[src/rtl/bsg_ready_and_link_wormhole_rr.sv]
// Wormhole round-robin concentrator: N ready/valid input links, each buffered
// in a 2-entry FIFO, merged onto one output link without interleaving packets.
// A header flit carries the number of body flits that follow in its length field.
module bsg_ready_and_link_wormhole_rr #(
  parameter int width_p      = 64,
  parameter int num_in_p     = 2,
  parameter int len_width_p  = 4,
  parameter int len_offset_p = 7
) (
  input  logic                         clk_i,
  input  logic                         reset_n_i,
  input  logic                         mode_i,
  input  logic [num_in_p-1:0]          links_v_i,
  input  logic [num_in_p*width_p-1:0]  links_data_i,
  output logic [num_in_p-1:0]          links_ready_and_o,
  output logic                         single_v_o,
  output logic [width_p-1:0]           single_data_o,
  input  logic                         single_ready_and_i,
  output logic [num_in_p-1:0]          grant_o,
  output logic                         busy_o
);

  localparam int PW = (num_in_p > 1) ? $clog2(num_in_p) : 1;

  typedef enum logic {HDR = 1'b0, BODY = 1'b1} state_t;

  logic [num_in_p-1:0] nonempty;
  logic [num_in_p-1:0] enq;
  logic [num_in_p-1:0] deq;
  logic [width_p-1:0]  head [num_in_p];

  // Per-channel 2-entry FIFO; ready comes straight from the registered occupancy
  genvar g;
  generate
    for (g = 0; g < num_in_p; g++) begin : g_fifo
      logic [width_p-1:0] mem [2];
      logic               wr_idx;
      logic               rd_idx;
      logic [1:0]         count;

      assign nonempty[g]          = (count != 2'd0);
      assign links_ready_and_o[g] = reset_n_i & (count != 2'd2);
      assign enq[g]               = links_v_i[g] & links_ready_and_o[g];
      assign head[g]              = mem[rd_idx];

      // FIFO pointers and occupancy
      always_ff @(posedge clk_i or negedge reset_n_i) begin
        if (!reset_n_i) begin
          wr_idx <= 1'b0;
          rd_idx <= 1'b0;
          count  <= 2'd0;
        end else begin
          if (enq[g]) wr_idx <= ~wr_idx;
          if (deq[g]) rd_idx <= ~rd_idx;
          case ({enq[g], deq[g]})
            2'b10:   count <= count + 2'd1;
            2'b01:   count <= count - 2'd1;
            default: count <= count;
          endcase
        end
      end

      // FIFO storage; data only, no reset needed
      always_ff @(posedge clk_i) begin
        if (enq[g]) mem[wr_idx] <= links_data_i[g*width_p +: width_p];
      end
    end
  endgenerate

  state_t               state, state_nxt;
  logic [PW-1:0]        ptr, ptr_nxt;
  logic [PW-1:0]        lock, lock_nxt;
  logic [len_width_p-1:0] cnt, cnt_nxt;
  logic                 hold_v;
  logic [PW-1:0]        hold_ch;

  logic                 found;
  logic [PW-1:0]        search_ch;
  logic [PW-1:0]        sel;
  logic                 out_v;
  logic                 hs;
  logic [len_width_p-1:0] len_field;

  // Advance a channel index with wrap at num_in_p-1
  function automatic logic [PW-1:0] wrap_inc(input logic [PW-1:0] c);
    if (int'(c) >= num_in_p - 1) return '0;
    return c + PW'(1);
  endfunction

  // First non-empty FIFO at or after ptr, wrapping around
  always_comb begin
    int idx;
    found     = 1'b0;
    search_ch = ptr;
    idx       = 0;
    for (int k = num_in_p - 1; k >= 0; k--) begin
      idx = int'(ptr) + k;
      if (idx >= num_in_p) idx = idx - num_in_p;
      if (nonempty[idx]) begin
        found     = 1'b1;
        search_ch = PW'(idx);
      end
    end
  end

  // Output channel selection; a stalled header keeps its channel until it goes
  always_comb begin
    sel   = ptr;
    out_v = 1'b0;
    if (state == BODY) begin
      sel   = lock;
      out_v = nonempty[lock];
    end else if (hold_v) begin
      sel   = hold_ch;
      out_v = nonempty[hold_ch];
    end else if (mode_i) begin
      sel   = search_ch;
      out_v = found;
    end else begin
      sel   = ptr;
      out_v = nonempty[ptr];
    end
  end

  assign hs            = out_v & single_ready_and_i;
  assign single_v_o    = out_v;
  assign single_data_o = out_v ? head[sel] : '0;
  assign len_field     = head[sel][len_offset_p +: len_width_p];
  assign busy_o        = (state == BODY);

  // One-hot grant and dequeue strobes for the selected channel
  always_comb begin
    grant_o = '0;
    deq     = '0;
    for (int i = 0; i < num_in_p; i++) begin
      grant_o[i] = out_v & (sel == PW'(i));
      deq[i]     = hs & (sel == PW'(i));
    end
  end

  // Packet FSM: header opens a packet, counter closes it on the tail handshake
  always_comb begin
    state_nxt = state;
    ptr_nxt   = ptr;
    lock_nxt  = lock;
    cnt_nxt   = cnt;
    if (hs) begin
      if (state == HDR) begin
        if (len_field == '0) begin
          ptr_nxt = wrap_inc(sel);
        end else begin
          lock_nxt  = sel;
          cnt_nxt   = len_field;
          state_nxt = BODY;
        end
      end else begin
        cnt_nxt = cnt - len_width_p'(1);
        if (cnt == len_width_p'(1)) begin
          ptr_nxt   = wrap_inc(lock);
          state_nxt = HDR;
        end
      end
    end
  end

  // Arbitration state registers
  always_ff @(posedge clk_i or negedge reset_n_i) begin
    if (!reset_n_i) begin
      state   <= HDR;
      ptr     <= '0;
      lock    <= '0;
      cnt     <= '0;
      hold_v  <= 1'b0;
      hold_ch <= '0;
    end else begin
      state   <= state_nxt;
      ptr     <= ptr_nxt;
      lock    <= lock_nxt;
      cnt     <= cnt_nxt;
      hold_v  <= out_v & ~single_ready_and_i & (state == HDR);
      hold_ch <= sel;
    end
  end

endmodule

[config.mk]
export PLATFORM = sky130hd
export DESIGN_NAME = bsg_ready_and_link_wormhole_rr
export DESIGN_NICKNAME = d
export VERILOG_FILES = /design/src/rtl/bsg_ready_and_link_wormhole_rr.sv
export SDC_FILE = /design/constraint.sdc
export NUM_CORES = 1
export LEC_CHECK = 0
export ABC_AREA = 1
export BUFFER_PORTS_ARGS = -buffer_cell sky130_fd_sc_hd__buf_2
export CAP_MARGIN = 20
export CORE_UTILIZATION = 31
export CTS_CLUSTER_DIAMETER = 80
export CTS_CLUSTER_SIZE = 10
export DETAILED_ROUTE_END_ITERATION = 7
export PLACE_DENSITY = 0.47
export SYNTH_ARGS = -nofsm -noshare
export SYNTH_HDL_FRONTEND = slang
export SYNTH_SLANG_ARGS = --single-unit
export TNS_END_PERCENT = 30
[constraint.sdc]
create_clock -name clk_i -period 4.5 [get_ports clk_i]
set_clock_uncertainty 0.1 [all_clocks]
set_input_delay 0.9 -clock clk_i [delete_from_list [all_inputs] [get_ports clk_i]]
set_output_delay 0.9 -clock clk_i [all_outputs]
set_load 0.01 [all_outputs]
# After elaboration in Yosys (flattened, before gate mapping)
# Memory sizes are Yosys's and may differ from the RTL's.
# Cells that the tools add are included.
# totals
out_inout_bits	70
mem_bits_rw	256
memories	2
inputBits	134
wordCells	126
reg_bits	17
# mem_list
name	words	word_bits	read_ports	rd_clocked_by_memory_dff	wr	line	source
g_fifo[0].mem	2	64	1	0	1	36	logic [width_p-1:0] mem [2];
g_fifo[1].mem	2	64	1	0	1	36	
# op_classes
bitwise_logic	20
eq_ne	9
order_cmp	10
muxes	54
n_reduce_logical	9
add_sub_neg	10
# ops
operator	count
64-bit two-way mux	4
32-bit by 3-bit < comparator with 1-bit output (second input constant)	2
32-bit two-way mux	2
1-bit two-way mux	44
1-bit bitwise AND	11
2-bit nonzero test	5
4-bit two-way mux	2
1-bit inverter	8
2-bit one-hot mux with 2 select lines	2
1-bit by 2-bit < comparator with 1-bit output (second input constant)	3
2-bit != test (second input constant)	3
3-bit AND reduction	2
2-bit by 1-bit adder with 2-bit output (second input constant)	2
2-bit by 1-bit equality test with 1-bit output (second input constant)	2
2-bit equality test (second input constant)	2
4-bit by 1-bit equality test with 1-bit output (second input constant)	1
2-bit greater-or-equal comparator (second input constant)	2
4-bit zero test	1
2-bit by 1-bit subtractor with 2-bit output (second input constant)	2
4-bit by 1-bit subtractor with 4-bit output (second input constant)	1
1-bit by 2-bit subtractor with 3-bit output (second input constant)	1
2-bit by 2-bit subtractor with 3-bit output (second input constant)	1
1-bit adder (second input constant)	2
1-bit by 1-bit adder with 2-bit output (second input constant)	1
5 further kinds	6

# Depth between registers and ports, before layout
# Gate-level depths: netlist (run 1).
# depth
word_depth	22
depth_mapped	15

# Least setup slack after synthesis (run 1)
# Ideal clock, no wire load.
# synth_timing
kind	input to register
start	in reset_n_i
end	mem g_fifo[1].mem[0][0] (enable)
n_path_buf	0
arrival_time_ps	4051
setup_ps	487
setup_slack_ps	-138
stages	4
cell_sequence	inv_1 > a21oi_1 > nand2_1 > nor2_1
# synth_between
elab_chain_len	4
# synth_rtl
item	line	source
from (decl)	11	input logic reset_n_i,
1-bit bitwise AND	42	assign links_ready_and_o[g] = reset_n_i & (count != 2'd2);
net links_ready_and_o[1]	15	output logic [num_in_p-1:0] links_ready_and_o,
1-bit bitwise AND	43	assign enq[g] = links_v_i[g] & links_ready_and_o[g];
1-bit two-way mux	65	if (enq[g]) mem[wr_idx] <= links_data_i[g*width_p +: width_p];
1-bit two-way mux (not written as such)	65	
to (decl)	36	
# The timed path passes the listed nets, and every way through them passes these cells.

# Final worst setup path (run 1)
# layout_timing
start	reg g_fifo[1].count[0]
end	out single_data_o[37]
# layout_between
elab_chain_len	14
word_cells_on_any_way	28
cone_classes	26 x mux; 1 x bitwise; 1 x reduce/logical
# layout_rtl
item	line	source
from (decl)	39	logic [1:0] count;
from (signal assigned)	56	2'b10: count <= count + 2'd1;
from (signal assigned)	57	2'b01: count <= count - 2'd1;
from (signal assigned)	58	default: count <= count;
2-bit nonzero test (*)	41	assign nonempty[g] = (count != 2'd0);
1-bit two-way mux (not written as such) (3 in series)	99	if (nonempty[idx]) begin
1-bit two-way mux (2 in series)	99	
1-bit two-way mux	116	end else if (mode_i) begin
1-bit two-way mux	113	end else if (hold_v) begin
1-bit two-way mux	110	if (state == BODY) begin
1-bit inverter with 2-bit output (not written as such)	127	assign single_data_o = out_v ? head[sel] : '0;
64-bit two-way mux (3 in series)	-	
64-bit two-way mux (*)	127	
to (decl)	17	output logic [width_p-1:0] single_data_o,
# Mark *: on every way between the ends. The rest lies on a longest branch, timed or not. The select of a mux whose other input is x is not followed.

==> flow_metrics.tcl, run 1 <==
set metrics [dict create \
    yosysSeqAreaShare_pct 76.3 \
    ctsHoldBuffers 0 \
    cts_buffers 31 \
    vias_per_cell 4.56 \
    cts.path.max_buffers 3 \
    htreeDepth 1 \
    ys.flop_type "edfxtp_1" \
    seqCellArea_sq_mm 0.00812 \
    synthArstFlopShare_pct 6.23 \
    port_buffers 203 \
    die_x_microns 187 \
    vias 6051 \
    slew_viol_final 0 \
    rows 67 \
    area_growth_pct 23.7 \
    startpoint_type "register" \
    root_buffer "clkbuf_16" \
    grt_pass1_vias 6215 \
    netlist_top_cells_count "256 x edfxtp_1, 120 x mux2i_1, 60 x o22ai_1" \
    powerDensity_mw_per_mm2 675 \
    synth_most_common_cell "edfxtp_1" \
    run_status "finished clean" \
    cts_num_sinks 273 \
    multi_input_area_sq_mm 0.00234 \
    clk_latency_ns 0.54 \
    relSlewSlack_pct 47.3 \
    route.antenna.remaining_nets 0 \
    tightest_slew_ns 0.790 \
    yosys.cell_types.count 29 \
    period_share_pct 81.6 \
    synth.top_cells.by_area "edfxtp_1 72%, mux2i_1 11%, dfrtp_1 4.0%" \
    syn_area_sq_mm 0.0106 \
    p_leak_nw 5.09 \
    drc 0 \
    fill_cells 3209 \
    grt.total_usage_pct 13.7 \
    wl_per_cell_microns 18.2 \
    dr.pass1.iters 4 \
    drive_above_1_share_pct 32.3 \
    cp_cell_sequence "nor2_2, a21oi_1, o21ai_1, o21ai_1, nand2_1, nand2_2, nand2_2, buf_4, o22ai_1, buf_2" \
    overflow 0 \
    clk_pin_slew_ns 0.06 \
    required_ns 3.50 \
    cp_slowest_cell "dfrtp_1" \
    dp_hpwl_microns 15000 \
    initial_utilization_pct 31.6 \
    synth_edf_count 256 \
    netlist_instances 630 \
    post_cts_resized 0 \
    final_util_pct 39.1 \
    hold_viol_final 0 \
    dieArea_sq_mm 0.0350 \
    nNetsFinal 991 \
    io_pins 204 \
    synth_nets 768 \
    max_cap_violations 0 \
    tns_ns 0 \
    die_height_microns 187 \
    core_area_sq_mm 0.0336 \
    rsz0062_at_grt "no" \
    wl_microns 24200 \
    grt_max_degree 65 \
    cpPeakStageDelay_ns 0.43 \
    gp_congestion 0.744 \
    cts_tree "yes" \
    critical_path_class "reg2out" \
    drt_iter0_drc 287 \
    clock.fmax_mhz 272 \
    crit_fanout 41 \
    setup_viol 0 \
    yosysTopAreaCellShare_pct 72.3 \
    grt_antenna_before_repair 4 \
    synth.avg_cell_area_sq_um 16.9 \
    peakVddDrop_mv 0.569 \
    crit_arrival_ns 2.67 \
    ys_warn_count 0 \
    worstHoldPathType "in2async" \
    yosys.area.top_type "edfxtp_1" \
    grt_pass1_wl_microns 36800 \
    critPathCaptureType "output pin" \
    min_period_ns 3.67 \
    cts_setup_buffers 0 \
    ys_ff_latch 273 \
]
-- registers in the layout, summed over array words and instances, names as in the netlist --
name / count
g_fifo.wr_idx: 2
g_fifo.count: 4
hold_ch: 1
lock: 1
cnt: 4
busy_o: 1
g_fifo.rd_idx: 2
hold_v: 1
g_fifo.mem: 256
ptr: 1
-- power by group --
group,internal [mW],switching (mW)
logic,1.27,1.90
registers,3.19,0.301
clock network,1.28,0.932
-- cell families after synthesis --
kind of cell / after synthesis / share of synthesized area (%)
and+or+nand+nor: 85 / 4.00
adders and majority gates: 4 / 0.471
muxes: 124 / 11.7
buffers and inverters: 50 / 1.97
AOI/OAI and AO/OA: 86 / 4.86
xor gates and xnor gates: 8 / 0.659
DFF: 273 / 76.3
-- stage by stage --
stage / hold slack, ns / total power, mW / area (sq um) / setup WS [ns] / std cells
floorplan: 0.362 / 5.53 / 10600 / -0.138 / 630
global placement: 0.389 / 6.77 / 12300 / 1.05 / 1268
detailed placement: 0.391 / 6.80 / 12300 / 0.987 / 1268
CTS: 0.170 / 9.05 / 13100 / 0.786 / 1325
global route: 0.198 / 9.40 / 13100 / 0.589 / 1326
finish: 0.188 / 8.87 / 13100 / 0.827 / 1327
-- critical path, delay by kind of cell (launching register included) --
kind | cells | cell delay, ns
flip-flops | 1 | 0.43
AND/OR/NAND/NOR | 4 | 0.55
AO/OA/AOI/OAI | 4 | 0.51
buffers and inverters | 2 | 0.57
-- layout make-up --
cell class,count,share of cell area (%)
flip-flops and latches,273,61.8
multi-input cells,307,17.8
repair buffers,217,8.81
clock buffers,55,6.59
well taps,448,4.26
inverters,23,0.657
clock inverters,2,0.0857
diodes,2,0.0381
-- worst paths after layout --
check / from / end / slack, ns / depth (start not counted)
worst max-delay path: g_fifo[1].count[0]$_DFFE_PN0P_ / single_data_o[37] / 0.83 / 10
worst min-delay path: reset_n_i / hold_ch$_DFF_PN0_ / 0.19 / 1
worst max register to register: g_fifo[1].count[0]$_DFFE_PN0P_ / g_fifo[1].count[1]$_DFFE_PN0P_ / 1.77 / 13
worst min register to register: cnt[1]$_DFFE_PN0P_ / cnt[1]$_DFFE_PN0P_ / 0.40 / 2
max in group asynchronous: reset_n_i / g_fifo[1].rd_idx$_DFFE_PN0P_ / 3.78 / 1
min in group clk_i: cnt[1]$_DFFE_PN0P_ / cnt[1]$_DFFE_PN0P_ / 0.40 / 2
-- layout by cell type (no fill, tap or decap), drive strengths merged --
master,instances
edfxtp,256
a21oi,11
dfrtp,17
o22ai,60
ha,4
xnor2,4
mux2,4
o211ai,1
nand3,13
buf,217
o21a,2
diode,2
or2,1
clkinv,1
mux2i,120
nand2,54
o21ai,12
nand4,1
inv,23
clkbuf,55
xor2,4
nor2,16
clkinvlp,1
-- layer usage --
layer	global-route usage, %	routed length [microns]	up-vias
li1	-	-	2893
met5	0	23	-
met4	4.00	514	4
met2	23.7	12300	119
met1	17.2	10200	2992
met3	2.85	1150	43
No activity file was read; power rests on OpenSTA's default activity.
==> run 2, diff against run 1 <==
--- a/config.mk
+++ b/config.mk
@@ -12,7 +12,7 @@
 export CTS_CLUSTER_DIAMETER = 80
 export CTS_CLUSTER_SIZE = 10
 export DETAILED_ROUTE_END_ITERATION = 7
-export PLACE_DENSITY = 0.47
+export PLACE_DENSITY = 0.49
 export SYNTH_ARGS = -nofsm -noshare
 export SYNTH_HDL_FRONTEND = slang
 export SYNTH_SLANG_ARGS = --single-unit
==> constraint.sdc (replaced) <==
create_clock -name clk_i -period 2.95 [get_ports clk_i]
set_clock_uncertainty 0.1 [all_clocks]
set_input_delay 0.59 -clock clk_i [delete_from_list [all_inputs] [get_ports clk_i]]
set_output_delay 0.59 -clock clk_i [all_outputs]
set_load 0.01 [all_outputs]
==> run 2 against run 1 <==
  * The flow now finishes with violations (negative setup slack)
  * Non-clock buffer count grew 31
  * Critical path depth is the same
  * Global-route usage grew 0.93 points
  * Via count grew 1.9%
  * Combinational power grew 110%
  * Critical endpoint is now single_data_o[56]
  * Largest cell class unchanged
  * Sequential cell count is the same
==> flow_metrics.tcl, run 2 (synthesis results as in run 1) <==
set metrics [dict create \
    placed_cells 1276 \
    seq_power_share_pct 33.5 \
    gp_congestion 0.744 \
    timing.critical_path.buf_inv 4 \
    area_growth_pct 31.3 \
    crit_fanout 7 \
    drive_above_1_share_pct 38.4 \
    drt-met1-wl_microns 11200 \
    period_share_pct 102 \
    die_x_microns 187 \
    stdcell_count 1357 \
    critPathTopFamily "buffers and inverters" \
    max_cap_violations 0 \
    cts_buffers 31 \
    initial_utilization_pct 31.6 \
    critical_path_class "reg2out" \
    vias 6167 \
    dieArea_sq_mm 0.0350 \
    required_ns 2.26 \
    clk_latency_ns 0.55 \
    finish.instance_area_sq_mm 0.0140 \
    powerDensity_mw_per_mm2 1110 \
    clk_pin_slew_ns 0.06 \
    cts_num_sinks 273 \
    grt_pass1_wl_microns 38800 \
    core_area_sq_mm 0.0336 \
    min_period_ns 3.02 \
    drt_iter0_drc 261 \
    setup_viol 57 \
    relSlewSlack_pct 73.4 \
    dpl-instance-area_sq_mm 0.0124 \
    overflow 0 \
    largestRegisters "g_fifo.mem x256, cnt x4, g_fifo.count x4" \
    root_buffer "clkbuf_16" \
    dp_hpwl_microns 16400 \
    routed-wl-met3_microns 1190 \
    worstHoldPathType "in2reg" \
    die_height_microns 187 \
    clockPowerShare_pct 22.5 \
    rows 67 \
    cpMostUsedCell "buf_4" \
    crit_arrival_ns 2.33 \
    p_sw_share_pct 35.6 \
    cp_cell_sequence "nor2_4, buf_4, buf_4, nand2_1, o211ai_1, nand2_4, nand2_8, clkbuf_16, o22ai_1, buf_2" \
    layout_common_cells "256 x edfxtp_1, 196 x buf_2, 120 x mux2i_1" \
    route.antenna.remaining_nets 0 \
    htreeDepth 1 \
    vias_per_cell 4.54 \
    grt_pass1_vias 6217 \
    largest_reg_flops 256 \
    io_pins 204 \
    wl_met2_microns 13700 \
    dr.max_layer_used "met5" \
    p_comb_share_pct 44.0 \
    grt_antenna_before_repair 3 \
    layout_setup_ws_ns -0.0690 \
    cp_slowest_cell "dfrtp_2" \
    failed_checks "negative setup slack" \
    p_leak_nw 5.42 \
    regMostFlops "g_fifo.mem" \
    wl_per_cell_microns 19.6 \
    hold_viol_final 0 \
    dr.pass1.iters 4 \
    port_buffers 203 \
    fill_cells 3115 \
    power.switching_mw 5.50 \
    cts.path.max_buffers 3 \
    wl_microns 26600 \
    run_status "complete, but fails checks" \
    grt.total_usage_pct 14.6 \
    drc 0 \
    cts_tree "yes" \
    intPower_mw 9.96 \
    cpPeakStageDelay_ns 0.42 \
    rsz0062_at_grt "yes" \
    nNetsFinal 1022 \
    tightest_slew_ns 0.400 \
    startpoint_type "register" \
    clock.fmax_mhz 331 \
    grt_max_degree 47 \
    final_common_cell "edfxtp_1" \
    critPathCaptureType "output pin" \
    peakVddDrop_mv 0.674 \
    slew_viol_final 0 \
]
run 2: what timing repair did:
action,CTS,global route
pin swaps,2,6
hold endpoints to repair,17,0
setup buffers,12,3
resized for setup,33,43
hold buffers,1,0
setup endpoints to repair,62,67
gates cloned,2,5
run 2: per-layer routing:
metal / global-route usage, % / vias to the layer above
met1: 18.1 / 3047
met4: 3.53 / 2
met3: 2.96 / 40
met2: 26.1 / 119
li1: - / 2959
met5: 0 / -
run 2: power by group through the flow:
stage	clock network (mW)	logic (mW)	registers (mW)
3_5_place_dp	0	5.15	5.37
6_report	3.47	6.81	5.18
2_1_floorplan	0	3.31	5.11
3_3_place_gp	0	5.12	5.36
4_1_cts	3.59	6.07	5.19
5_1_grt	3.75	7.30	5.25
run 2: path summary, 6_finish.rpt:
path / cells past startpoint / from / slack, ns / end
min reg2reg: 2 / cnt[1]$_DFFE_PN0P_ / 0.41 / cnt[1]$_DFFE_PN0P_
max reg2reg: 14 / g_fifo[1].count[0]$_DFFE_PN0P_ / 0.44 / g_fifo[1].count[1]$_DFFE_PN0P_
max in group asynchronous: 3 / reset_n_i / 2.06 / g_fifo[0].rd_idx$_DFFE_PN0P_
max: 10 / g_fifo[1].count[0]$_DFFE_PN0P_ / -0.07 / single_data_o[56]
min in group asynchronous: 3 / reset_n_i / 0.45 / busy_o$_DFFE_PN0N_
min: 1 / links_data_i[83] / 0.13 / g_fifo[1].mem[1][19]$_DFFE_PP_
run 2: cell type report:
class	count	area, sq um	area share (%)
diodes	1	2.50	0.0179
well taps	448	561	4.02
flip-flops and latches	273	8120	58.2
multi-input cells	307	2610	18.7
clock buffers	55	866	6.20
clock inverters	2	35.0	0.251
inverters	23	88.8	0.637
repair buffers	248	1670	12.0
run 2: worst reg2reg max path, stage by stage, from the launching register on:
cell      delay, ns
dfrtp_2        0.42
nor2_4         0.17
buf_4          0.14
buf_4          0.09
nand2_1        0.04
o211ai_1       0.13
nand2_4        0.15
nand2_8        0.19
buf_6          0.15
buf_4          0.11
nor2_2         0.04
ha_1           0.30
a21oi_1        0.11
o21ai_0        0.11
xnor2_1        0.13
run 2: per-stage QoR:
step / TNS (ns) / hold WS, ns / setup slack [ns] / utilization, % / power, mW
CTS: -2.63 / 0.0912 / -0.0656 / 40.5 / 14.9
floorplan: -83.04 / 0.194 / -0.324 / - / 8.42
global route: -12.42 / 0.0952 / -0.221 / 41.5 / 16.3
global placement: 0 / 0.385 / 0.135 / 36.8 / 10.5
detailed placement: 0 / 0.395 / 0.112 / 36.8 / 10.5
finish: -2.31 / 0.127 / -0.0690 / 41.5 / 15.5
